===== config.mk =====
export PLATFORM = sky130hd
export DESIGN_NAME = wb_multi_stage_flat
export DESIGN_NICKNAME = d
export VERILOG_FILES = /design/src/rtl/wb_pkg.sv /design/src/rtl/wb_multi_stage_if.sv /design/src/rtl/wb_trace_fifo.sv /design/src/rtl/wb_multi_stage.sv /design/src/flat_wrapper.sv
export SDC_FILE = /design/constraint.sdc
export NUM_CORES = 2
export LEC_CHECK = 0
export CAP_MARGIN = 5
export CORE_MARGIN = 2
export CORE_UTILIZATION = 59
export CTS_CLUSTER_DIAMETER = 120
export DETAILED_ROUTE_END_ITERATION = 8
export GPL_TIMING_DRIVEN = 0
export PLACE_DENSITY = 0.82
export SLEW_MARGIN = 20
export SYNTH_ARGS = -nofsm -noshare
export SYNTH_HDL_FRONTEND = slang
export SYNTH_SLANG_ARGS = --single-unit
export TNS_END_PERCENT = 30

===== constraint.sdc =====
create_clock -name clk -period 10.8 [get_ports clk]
set_input_delay 1.08 -clock clk [delete_from_list [all_inputs] [get_ports clk]]
set_output_delay 1.08 -clock clk [all_outputs]
set_load 0.02 [all_outputs]

===== src/rtl/wb_pkg.sv =====
`default_nettype none
// ==== wb_pkg : shared widths and trace entry type for the writeback stage (rev 1.0) ====
package wb_pkg;
  localparam int ECODE_W    = 8;
  localparam int CSR_ADDR_W = 14;
  localparam int REG_IDX_W  = 5;
  localparam int XLEN       = 32;

  typedef struct packed {
    logic [XLEN-1:0]      pc;
    logic [REG_IDX_W-1:0] wnum;
    logic [XLEN-1:0]      wdata;
  } trace_entry_t;
endpackage
`default_nettype wire


===== src/rtl/wb_multi_stage_if.sv =====
`default_nettype none
// ==== wb_multi_stage_if : memory-stage group input, retire ports and debug trace (rev 1.0) ====
interface wb_multi_stage_if
  import wb_pkg::*;
#(
  parameter int LANES = 2
) ();
  logic                         flush;
  logic                         in_valid;
  logic                         in_ready;
  logic [LANES-1:0]             in_lane_v;
  logic [XLEN*LANES-1:0]        in_pc;
  logic [XLEN*LANES-1:0]        in_result;
  logic [XLEN*LANES-1:0]        in_vaddr;
  logic [LANES-1:0]             in_gr_we;
  logic [REG_IDX_W*LANES-1:0]   in_dest;
  logic [LANES-1:0]             in_ex;
  logic [ECODE_W*LANES-1:0]     in_ecode;
  logic [LANES-1:0]             in_esubcode;
  logic [LANES-1:0]             in_csr_we;
  logic [CSR_ADDR_W*LANES-1:0]  in_csr_addr;
  logic [XLEN*LANES-1:0]        in_csr_wmask;
  logic [XLEN*LANES-1:0]        in_csr_wdata;

  logic [LANES-1:0]             rf_we;
  logic [REG_IDX_W*LANES-1:0]   rf_waddr;
  logic [XLEN*LANES-1:0]        rf_wdata;
  logic                         csr_we;
  logic [CSR_ADDR_W-1:0]        csr_addr;
  logic [XLEN-1:0]              csr_wmask;
  logic [XLEN-1:0]              csr_wdata;
  logic                         exc_valid;
  logic [ECODE_W-1:0]           exc_ecode;
  logic                         exc_esubcode;
  logic [XLEN-1:0]              exc_pc;
  logic [XLEN-1:0]              exc_vaddr;
  logic [XLEN-1:0]              debug_wb_pc;
  logic [3:0]                   debug_wb_rf_we;
  logic [REG_IDX_W-1:0]         debug_wb_rf_wnum;
  logic [XLEN-1:0]              debug_wb_rf_wdata;

  modport master (
    output flush, in_valid, in_lane_v, in_pc, in_result, in_vaddr, in_gr_we, in_dest,
           in_ex, in_ecode, in_esubcode, in_csr_we, in_csr_addr, in_csr_wmask, in_csr_wdata,
    input  in_ready, rf_we, rf_waddr, rf_wdata, csr_we, csr_addr, csr_wmask, csr_wdata,
           exc_valid, exc_ecode, exc_esubcode, exc_pc, exc_vaddr,
           debug_wb_pc, debug_wb_rf_we, debug_wb_rf_wnum, debug_wb_rf_wdata
  );

  modport slave (
    input  flush, in_valid, in_lane_v, in_pc, in_result, in_vaddr, in_gr_we, in_dest,
           in_ex, in_ecode, in_esubcode, in_csr_we, in_csr_addr, in_csr_wmask, in_csr_wdata,
    output in_ready, rf_we, rf_waddr, rf_wdata, csr_we, csr_addr, csr_wmask, csr_wdata,
           exc_valid, exc_ecode, exc_esubcode, exc_pc, exc_vaddr,
           debug_wb_pc, debug_wb_rf_we, debug_wb_rf_wnum, debug_wb_rf_wdata
  );
endinterface
`default_nettype wire


===== src/rtl/wb_trace_fifo.sv =====
`default_nettype none
// ==== wb_trace_fifo : multi-push / single-pop trace FIFO with compacting write (rev 1.0) ====
module wb_trace_fifo
  import wb_pkg::*;
#(
  parameter int DEPTH = 8,
  parameter int LANES = 2
) (
  input  logic                          clk,
  input  logic                          rstn,
  input  logic [LANES-1:0]              push_v,
  input  trace_entry_t [LANES-1:0]      push_data,
  output logic [$clog2(DEPTH):0]        free,
  output logic                          head_valid,
  output trace_entry_t                  head
);
  localparam int PTR_W = $clog2(DEPTH);
  localparam int CNT_W = PTR_W + 1;

  trace_entry_t     mem [DEPTH];
  logic [PTR_W-1:0] wr_ptr;
  logic [PTR_W-1:0] rd_ptr;
  logic [CNT_W-1:0] count;
  logic [CNT_W-1:0] push_cnt;
  logic [PTR_W-1:0] slot [LANES];
  logic             pop;

  // Each pushing lane lands right after the pushing lanes below it, keeping entries dense.
  always_comb begin
    push_cnt = '0;
    for (int i = 0; i < LANES; i++) begin
      slot[i]  = wr_ptr + push_cnt[PTR_W-1:0];
      push_cnt = push_cnt + CNT_W'(push_v[i]);
    end
  end

  assign pop        = (count != '0);
  assign head_valid = pop;
  assign head       = mem[rd_ptr];
  assign free       = CNT_W'(DEPTH) - count + CNT_W'(pop);

  always_ff @(posedge clk) begin
    for (int i = 0; i < LANES; i++) begin
      if (push_v[i]) begin
        mem[slot[i]] <= push_data[i];
      end
    end
  end

  always_ff @(posedge clk) begin
    if (!rstn) begin
      wr_ptr <= '0;
      rd_ptr <= '0;
      count  <= '0;
    end else begin
      wr_ptr <= wr_ptr + push_cnt[PTR_W-1:0];
      rd_ptr <= rd_ptr + PTR_W'(pop);
      count  <= count + push_cnt - CNT_W'(pop);
    end
  end
endmodule
`default_nettype wire


===== src/rtl/wb_multi_stage.sv =====
`default_nettype none
// ==== wb_multi_stage : multi-lane writeback, GPR/CSR/exception retire and debug trace (rev 1.0) ====
module wb_multi_stage
  import wb_pkg::*;
#(
  parameter int LANES       = 2,
  parameter int TRACE_DEPTH = 8
) (
  input  logic            clk,
  input  logic            rstn,
  wb_multi_stage_if.slave bus
);
  localparam int CNT_W  = $clog2(TRACE_DEPTH) + 1;
  localparam int LANE_W = (LANES > 1) ? $clog2(LANES) : 1;

  logic                        w_valid;
  logic [LANES-1:0]            g_lane_v;
  logic [LANES-1:0]            g_gr_we;
  logic [LANES-1:0]            g_ex;
  logic [LANES-1:0]            g_esubcode;
  logic [LANES-1:0]            g_csr_we;
  logic [XLEN*LANES-1:0]       g_pc;
  logic [XLEN*LANES-1:0]       g_result;
  logic [XLEN*LANES-1:0]       g_vaddr;
  logic [XLEN*LANES-1:0]       g_csr_wmask;
  logic [XLEN*LANES-1:0]       g_csr_wdata;
  logic [REG_IDX_W*LANES-1:0]  g_dest;
  logic [ECODE_W*LANES-1:0]    g_ecode;
  logic [CSR_ADDR_W*LANES-1:0] g_csr_addr;

  logic                        load;
  logic                        fire;
  logic [LANES-1:0]            survive;
  logic [LANES-1:0]            rf_cand;
  logic                        kill_found;
  logic [LANE_W-1:0]           kill_lane;
  logic                        csr_found;
  logic [LANE_W-1:0]           csr_lane;
  logic [CNT_W-1:0]            push_cnt;
  logic [CNT_W-1:0]            fifo_free;
  logic                        head_valid;
  trace_entry_t                head;
  trace_entry_t [LANES-1:0]    push_data;
  logic [XLEN-1:0]             last_pc;
  logic [REG_IDX_W-1:0]        last_wnum;
  logic [XLEN-1:0]             last_wdata;

  assign load         = bus.in_valid && bus.in_ready;
  assign fire         = w_valid && !bus.flush && (fifo_free >= push_cnt);
  assign bus.in_ready = !w_valid || fire;

  // A new group may load in the same cycle the current one retires; flush wins over both.
  always_ff @(posedge clk) begin
    if (!rstn || bus.flush) begin
      w_valid     <= 1'b0;
      g_lane_v    <= '0;
      g_gr_we     <= '0;
      g_ex        <= '0;
      g_esubcode  <= '0;
      g_csr_we    <= '0;
      g_pc        <= '0;
      g_result    <= '0;
      g_vaddr     <= '0;
      g_csr_wmask <= '0;
      g_csr_wdata <= '0;
      g_dest      <= '0;
      g_ecode     <= '0;
      g_csr_addr  <= '0;
    end else if (load) begin
      w_valid     <= 1'b1;
      g_lane_v    <= bus.in_lane_v;
      g_gr_we     <= bus.in_gr_we;
      g_ex        <= bus.in_ex;
      g_esubcode  <= bus.in_esubcode;
      g_csr_we    <= bus.in_csr_we;
      g_pc        <= bus.in_pc;
      g_result    <= bus.in_result;
      g_vaddr     <= bus.in_vaddr;
      g_csr_wmask <= bus.in_csr_wmask;
      g_csr_wdata <= bus.in_csr_wdata;
      g_dest      <= bus.in_dest;
      g_ecode     <= bus.in_ecode;
      g_csr_addr  <= bus.in_csr_addr;
    end else if (fire) begin
      w_valid     <= 1'b0;
    end
  end

  // The oldest excepting lane and everything younger than it do not retire.
  always_comb begin
    kill_found = 1'b0;
    kill_lane  = '0;
    survive    = '0;
    for (int i = 0; i < LANES; i++) begin
      survive[i] = g_lane_v[i] && !g_ex[i] && !kill_found;
      if (g_lane_v[i] && g_ex[i] && !kill_found) begin
        kill_found = 1'b1;
        kill_lane  = LANE_W'(i);
      end
    end
  end

  always_comb begin
    rf_cand  = survive & g_gr_we;
    push_cnt = '0;
    for (int i = 0; i < LANES; i++) begin
      push_cnt = push_cnt + CNT_W'(rf_cand[i]);
    end
  end

  always_comb begin
    csr_found = 1'b0;
    csr_lane  = '0;
    for (int i = 0; i < LANES; i++) begin
      if (!csr_found && survive[i] && g_csr_we[i]) begin
        csr_found = 1'b1;
        csr_lane  = LANE_W'(i);
      end
    end
  end

  assign bus.rf_we        = fire ? rf_cand : '0;
  assign bus.rf_waddr     = g_dest;
  assign bus.rf_wdata     = g_result;
  assign bus.csr_we       = fire && csr_found;
  assign bus.csr_addr     = g_csr_addr[csr_lane*CSR_ADDR_W +: CSR_ADDR_W];
  assign bus.csr_wmask    = g_csr_wmask[csr_lane*XLEN +: XLEN];
  assign bus.csr_wdata    = g_csr_wdata[csr_lane*XLEN +: XLEN];
  assign bus.exc_valid    = fire && kill_found;
  assign bus.exc_ecode    = g_ecode[kill_lane*ECODE_W +: ECODE_W];
  assign bus.exc_esubcode = g_esubcode[kill_lane];
  assign bus.exc_pc       = g_pc[kill_lane*XLEN +: XLEN];
  assign bus.exc_vaddr    = g_vaddr[kill_lane*XLEN +: XLEN];

  for (genvar i = 0; i < LANES; i++) begin : g_push_lane
    assign push_data[i] = '{pc:    g_pc[i*XLEN +: XLEN],
                            wnum:  g_dest[i*REG_IDX_W +: REG_IDX_W],
                            wdata: g_result[i*XLEN +: XLEN]};
  end

  wb_trace_fifo #(
    .DEPTH (TRACE_DEPTH),
    .LANES (LANES)
  ) u_trace_fifo (
    .clk        (clk),
    .rstn       (rstn),
    .push_v     (bus.rf_we),
    .push_data  (push_data),
    .free       (fifo_free),
    .head_valid (head_valid),
    .head       (head)
  );

  // The head is shown in the cycle it pops; the last popped entry is held while empty.
  always_ff @(posedge clk) begin
    if (!rstn) begin
      last_pc    <= '0;
      last_wnum  <= '0;
      last_wdata <= '0;
    end else if (head_valid) begin
      last_pc    <= head.pc;
      last_wnum  <= head.wnum;
      last_wdata <= head.wdata;
    end
  end

  assign bus.debug_wb_rf_we    = head_valid ? 4'hf : 4'h0;
  assign bus.debug_wb_pc       = head_valid ? head.pc    : last_pc;
  assign bus.debug_wb_rf_wnum  = head_valid ? head.wnum  : last_wnum;
  assign bus.debug_wb_rf_wdata = head_valid ? head.wdata : last_wdata;
endmodule
`default_nettype wire


===== src/flat_wrapper.sv =====
// flat-port wrapper written by rule: the top's interface ports become plain ports
module wb_multi_stage_flat import wb_pkg::*;
#(
  parameter int LANES       = 2,
  parameter int TRACE_DEPTH = 8
)
  (clk, rstn, bus_flush, bus_in_valid, bus_in_lane_v, bus_in_pc, bus_in_result, bus_in_vaddr, bus_in_gr_we, bus_in_dest, bus_in_ex, bus_in_ecode, bus_in_esubcode, bus_in_csr_we, bus_in_csr_addr, bus_in_csr_wmask, bus_in_csr_wdata, bus_in_ready, bus_rf_we, bus_rf_waddr, bus_rf_wdata, bus_csr_we, bus_csr_addr, bus_csr_wmask, bus_csr_wdata, bus_exc_valid, bus_exc_ecode, bus_exc_esubcode, bus_exc_pc, bus_exc_vaddr, bus_debug_wb_pc, bus_debug_wb_rf_we, bus_debug_wb_rf_wnum, bus_debug_wb_rf_wdata);
  wb_multi_stage_if #(.LANES(LANES)) bus_i ();
  input  logic clk;
  input  logic rstn;
  input wire logic [$bits(bus_i.flush)-1:0] bus_flush;
  input wire logic [$bits(bus_i.in_valid)-1:0] bus_in_valid;
  input wire logic [$bits(bus_i.in_lane_v)-1:0] bus_in_lane_v;
  input wire logic [$bits(bus_i.in_pc)-1:0] bus_in_pc;
  input wire logic [$bits(bus_i.in_result)-1:0] bus_in_result;
  input wire logic [$bits(bus_i.in_vaddr)-1:0] bus_in_vaddr;
  input wire logic [$bits(bus_i.in_gr_we)-1:0] bus_in_gr_we;
  input wire logic [$bits(bus_i.in_dest)-1:0] bus_in_dest;
  input wire logic [$bits(bus_i.in_ex)-1:0] bus_in_ex;
  input wire logic [$bits(bus_i.in_ecode)-1:0] bus_in_ecode;
  input wire logic [$bits(bus_i.in_esubcode)-1:0] bus_in_esubcode;
  input wire logic [$bits(bus_i.in_csr_we)-1:0] bus_in_csr_we;
  input wire logic [$bits(bus_i.in_csr_addr)-1:0] bus_in_csr_addr;
  input wire logic [$bits(bus_i.in_csr_wmask)-1:0] bus_in_csr_wmask;
  input wire logic [$bits(bus_i.in_csr_wdata)-1:0] bus_in_csr_wdata;
  output wire logic [$bits(bus_i.in_ready)-1:0] bus_in_ready;
  output wire logic [$bits(bus_i.rf_we)-1:0] bus_rf_we;
  output wire logic [$bits(bus_i.rf_waddr)-1:0] bus_rf_waddr;
  output wire logic [$bits(bus_i.rf_wdata)-1:0] bus_rf_wdata;
  output wire logic [$bits(bus_i.csr_we)-1:0] bus_csr_we;
  output wire logic [$bits(bus_i.csr_addr)-1:0] bus_csr_addr;
  output wire logic [$bits(bus_i.csr_wmask)-1:0] bus_csr_wmask;
  output wire logic [$bits(bus_i.csr_wdata)-1:0] bus_csr_wdata;
  output wire logic [$bits(bus_i.exc_valid)-1:0] bus_exc_valid;
  output wire logic [$bits(bus_i.exc_ecode)-1:0] bus_exc_ecode;
  output wire logic [$bits(bus_i.exc_esubcode)-1:0] bus_exc_esubcode;
  output wire logic [$bits(bus_i.exc_pc)-1:0] bus_exc_pc;
  output wire logic [$bits(bus_i.exc_vaddr)-1:0] bus_exc_vaddr;
  output wire logic [$bits(bus_i.debug_wb_pc)-1:0] bus_debug_wb_pc;
  output wire logic [$bits(bus_i.debug_wb_rf_we)-1:0] bus_debug_wb_rf_we;
  output wire logic [$bits(bus_i.debug_wb_rf_wnum)-1:0] bus_debug_wb_rf_wnum;
  output wire logic [$bits(bus_i.debug_wb_rf_wdata)-1:0] bus_debug_wb_rf_wdata;
  assign bus_i.flush = bus_flush;
  assign bus_i.in_valid = bus_in_valid;
  assign bus_i.in_lane_v = bus_in_lane_v;
  assign bus_i.in_pc = bus_in_pc;
  assign bus_i.in_result = bus_in_result;
  assign bus_i.in_vaddr = bus_in_vaddr;
  assign bus_i.in_gr_we = bus_in_gr_we;
  assign bus_i.in_dest = bus_in_dest;
  assign bus_i.in_ex = bus_in_ex;
  assign bus_i.in_ecode = bus_in_ecode;
  assign bus_i.in_esubcode = bus_in_esubcode;
  assign bus_i.in_csr_we = bus_in_csr_we;
  assign bus_i.in_csr_addr = bus_in_csr_addr;
  assign bus_i.in_csr_wmask = bus_in_csr_wmask;
  assign bus_i.in_csr_wdata = bus_in_csr_wdata;
  assign bus_in_ready = bus_i.in_ready;
  assign bus_rf_we = bus_i.rf_we;
  assign bus_rf_waddr = bus_i.rf_waddr;
  assign bus_rf_wdata = bus_i.rf_wdata;
  assign bus_csr_we = bus_i.csr_we;
  assign bus_csr_addr = bus_i.csr_addr;
  assign bus_csr_wmask = bus_i.csr_wmask;
  assign bus_csr_wdata = bus_i.csr_wdata;
  assign bus_exc_valid = bus_i.exc_valid;
  assign bus_exc_ecode = bus_i.exc_ecode;
  assign bus_exc_esubcode = bus_i.exc_esubcode;
  assign bus_exc_pc = bus_i.exc_pc;
  assign bus_exc_vaddr = bus_i.exc_vaddr;
  assign bus_debug_wb_pc = bus_i.debug_wb_pc;
  assign bus_debug_wb_rf_we = bus_i.debug_wb_rf_we;
  assign bus_debug_wb_rf_wnum = bus_i.debug_wb_rf_wnum;
  assign bus_debug_wb_rf_wdata = bus_i.debug_wb_rf_wdata;
  wb_multi_stage #(.LANES(LANES), .TRACE_DEPTH(TRACE_DEPTH)) u_core (.clk(clk), .rstn(rstn), .bus(bus_i));
endmodule

==> impl_metrics.csv <==
group,metric,value,unit
outcome,outcome,"complete, no violations",
drt,wl_per_cell,26.0,um
global_routing,gr-total-overflow,0,
timing,slew-limit-headroom,19.3,%
drt,postRouteAntennaNets,0,
synth,synth_area,0.0483,mm^2
clock_tree,cts_resized,0,
synth,synth_nets,4221,
place,dp_cells,5589,
cells_and_area,area_growth,25.5,%
global_routing,grt_usage,35.0,%
drt,via_per_inst,5.96,
global_routing,grt_start_max_net_pins,39,
clock_tree,path_clk_slew,0.06,ns
synth,synth_cell_type_count,40,
clock_tree,cts_setup_buffers,0,
global_routing,antenna_found_initial,26,
synth,synth_edf_count,552,
worst_setup_path,cp.required,11.15,ns
drt,via_count,34600,
synth,synthAdderAreaFrac,0.445,%
worst_setup_path,critPathSlowestCell,"clkbuf_1",
timing,tightest_slew,1.21,ns
timing,tns,0,ns
global_routing,first_global_vias,35100,
timing,period_share,69.7,%
worst_setup_path,critPathBufInv,8,
timing,rsz0062_at_grt,"no",
cells_and_area,drive_gt1_share,23.1,%
global_routing,grt_pass1_wl,221000,um
timing,hold_violations,0,
place,routabilityCongestion,0.896,
worst_setup_path,critPathKind,"flip-flop to flip-flop",
clock_tree,cts_root_buffer,"clkbuf_16",
worst_setup_path,worstSetupStartpointType,"flip-flop",
pwr,p_per_area,187,mW/mm^2
place,dp_hpwl,107000,um
worst_setup_path,arrival,7.88,ns
synth,synthMuxAreaShare,30.8,%
die,die_w,290,um
clock_tree,numCtsBuffers,104,
synth,synthSimpleGateAreaFrac,9.62,%
drt,dr.first_iter.drc_count,3043,
place,port_buffers,690,
synth,yosysWarningCount,0,
drt,drt_first_pass_iters,6,
synth,avgSynthCellArea,12.7,um^2
die,row_count,104,
pwr,irDropWorstVdd,0.141,mV
synth,seq_area_frac_synth,53.5,%
drt,routed_wl,151000,um
clock_tree,htreeDepth,3,
timing,max_freq,133,MHz
die,coreArea,0.0808,mm^2
cells_and_area,finalNetCount,5039,
die,die_h,290,um
clock_tree,clkLatencyLatePin,0.68,ns
timing,slew_violations,0,
timing,hold_ws,0.454,ns
worst_setup_path,crit_path_max_fanout,36,
die,die_area,0.0842,mm^2
worst_setup_path,end_kind,"flip-flop",
die,start_util,59.8,%
timing,finalSetupViolations,0,
pwr,power.leakage,22.3,nW
worst_setup_path,cp_common_cell,"ha_1",
worst_setup_path,max_stage_delay,0.88,ns
worst_hold_path,min_path_type,"flip-flop to flip-flop",
synth,synth_compound_area_share,1.69,%
worst_setup_path,cp_cell_sequence,"inv_1, ha_1, and2_1, clkbuf_1, inv_1, clkbuf_1, nand2b_1, ha_1, nand2b_1, a21oi_1, buf_2, a21o_1, nor3_1, ha_1, ha_1, or4_1, buf_2, a211oi_4, buf_6, a41o_4, buf_16",
synth,synth_cells,3817,
cells_and_area,finalNonFillerCells,5806,
synth,ys_ff_latch,1016,
cells_and_area,n_fill_cell,5247,
synth,synth_ff_type,"edfxtp_1",
clock_tree,cts_hold_buf,0,
die,ios,691,
timing,fin_crit,7.53,ns
timing,fin_skew,0.0254,ns
flow_run,maxCapViolations,0,
clock_tree,clk_path_buf_depth,3,
worst_setup_path,critical-path-top-delay-family,"buffers and inverters",
clock_tree,clock_sinks,1016,
clock_tree,tritoncts,"done",
drt,drc_errors,0,
synth,synth_top_family_by_area,"multiplexers",
synth,synth-xor-area-share,0.127,%
synth,synth_async_sr_flop_share,0,%
[layout make-up]
cell class	count	area [um^2]	area share (%)
sequential	1016	25900	42.7
multi-input combinational	2444	20700	34.1
timing repair buffer	712	7420	12.2
clock buffer	151	3070	5.06
buffer	344	1800	2.97
tap	1060	1330	2.19
clock inverter	44	352	0.580
antenna	22	55.1	0.0908
inverter	13	48.8	0.0805
[metal layers]
metal	GRT usage, %	routed length, um
met3	6.65	13100
met4	17.5	7250
met2	59.4	75000
met1	42.9	55700
met5	0	25
[cell families after synthesis]
logic type,Yosys count
DFF,1016
and+or+nand+nor,1098
xor gates and xnor gates,7
muxes,1225
buffers and inverters,357
AOI/OAI and AO/OA,97
adders and majority gates,16
other,1
[layout by cell type, fill, tap and decap left out, types with 72 or more instances in the layout]
cell type	instances
nand2_1	779
clkdlybuf4s50_1	690
mux2_2	637
edfxtp_1	552
dfxtp_1	464
mux2i_1	384
clkbuf_1	173
nor2_1	144
mux4_2	138
clkbuf_16	109
buf_1	79
nor2b_1	73
nor3b_1	72
[synthesized netlist by cell type, types with 3 or more instances]
master	count	area, um^2
a211oi_1	69	518
a211oi_4	8	160
a21oi_1	6	30.0
a31o_2	5	43.8
and2_1	10	62.6
buf_1	80	300
buf_2	52	260
buf_4	5	37.5
buf_6	56	631
clkbuf_1	151	567
dfxtp_1	464	9290
edfxtp_1	552	16600
ha_1	14	175
inv_1	13	48.8
mux2_1	66	743
mux2_2	637	7170
mux2i_1	384	3840
mux4_2	138	3110
nand2_1	779	2920
nand2b_1	6	37.5
nor2_1	145	544
nor2b_1	73	457
nor3_1	5	25.0
nor3b_1	72	541
o21bai_1	3	22.5
xnor2_1	3	26.3
xor2_1	4	35.0
[sequential cells by signal, summed over array words and instances (netlist names), 3 cells and up]
register and cells:
u_core.u_trace_fifo.mem 552, u_core.bus.rf_wdata 64, u_core.g_csr_wdata 64, u_core.g_csr_wmask 64, u_core.g_pc 64, u_core.g_vaddr 64
u_core.last_pc 32, u_core.last_wdata 32, u_core.g_csr_addr 28, u_core.g_ecode 16, u_core.bus.rf_waddr 10, u_core.last_wnum 5
u_core.u_trace_fifo.count 4, u_core.u_trace_fifo.rd_ptr 3, u_core.u_trace_fifo.wr_ptr 3
[per-stage QoR]
| step | setup WS [ns] | util, % | power [mW] | cell area [um^2] |
|---|---|---|---|---|
| floorplan | 4.05 | - | 6.37 | 48300 |
| global placement | 0.358 | 70.0 | 7.73 | 56600 |
| detailed placement | 3.34 | 70.7 | 7.79 | 57100 |
| CTS | 3.31 | 75.0 | 11.4 | 60600 |
| global route | 3.09 | 75.0 | 11.7 | 60600 |
| finish | 3.27 | 75.0 | 11.4 | 60600 |
[path summary, 6_finish.rpt]
| path | start | to | slack, ns | cells after the start |
|---|---|---|---|---|
| setup / recovery | u_core.u_trace_fifo.count[2]$_SDFF_PN0_ | u_core.u_trace_fifo.mem[4][12]$_DFFE_PP_ | 3.27 | 21 |
| hold / removal | u_core.g_csr_addr[18]$_SDFFE_PP0P_ | u_core.g_csr_addr[18]$_SDFFE_PP0P_ | 0.45 | 2 |
| setup reg to reg | u_core.u_trace_fifo.count[2]$_SDFF_PN0_ | u_core.u_trace_fifo.mem[4][12]$_DFFE_PP_ | 3.27 | 21 |
| hold reg to reg | u_core.g_csr_addr[18]$_SDFFE_PP0P_ | u_core.g_csr_addr[18]$_SDFFE_PP0P_ | 0.45 | 2 |
[worst min-delay path, cell delays in order, from the launching register on]
cell,delay (ns)
dfxtp_1,0.30
nand2_1,0.05
mux2i_1,0.05
[where the power goes]
part,switching (mW),internal [mW]
clock,1.57,2.05
sequential,0.0974,4.25
combinational,1.91,1.49
total,3.57,7.79
(Power assumes the default switching activity.)
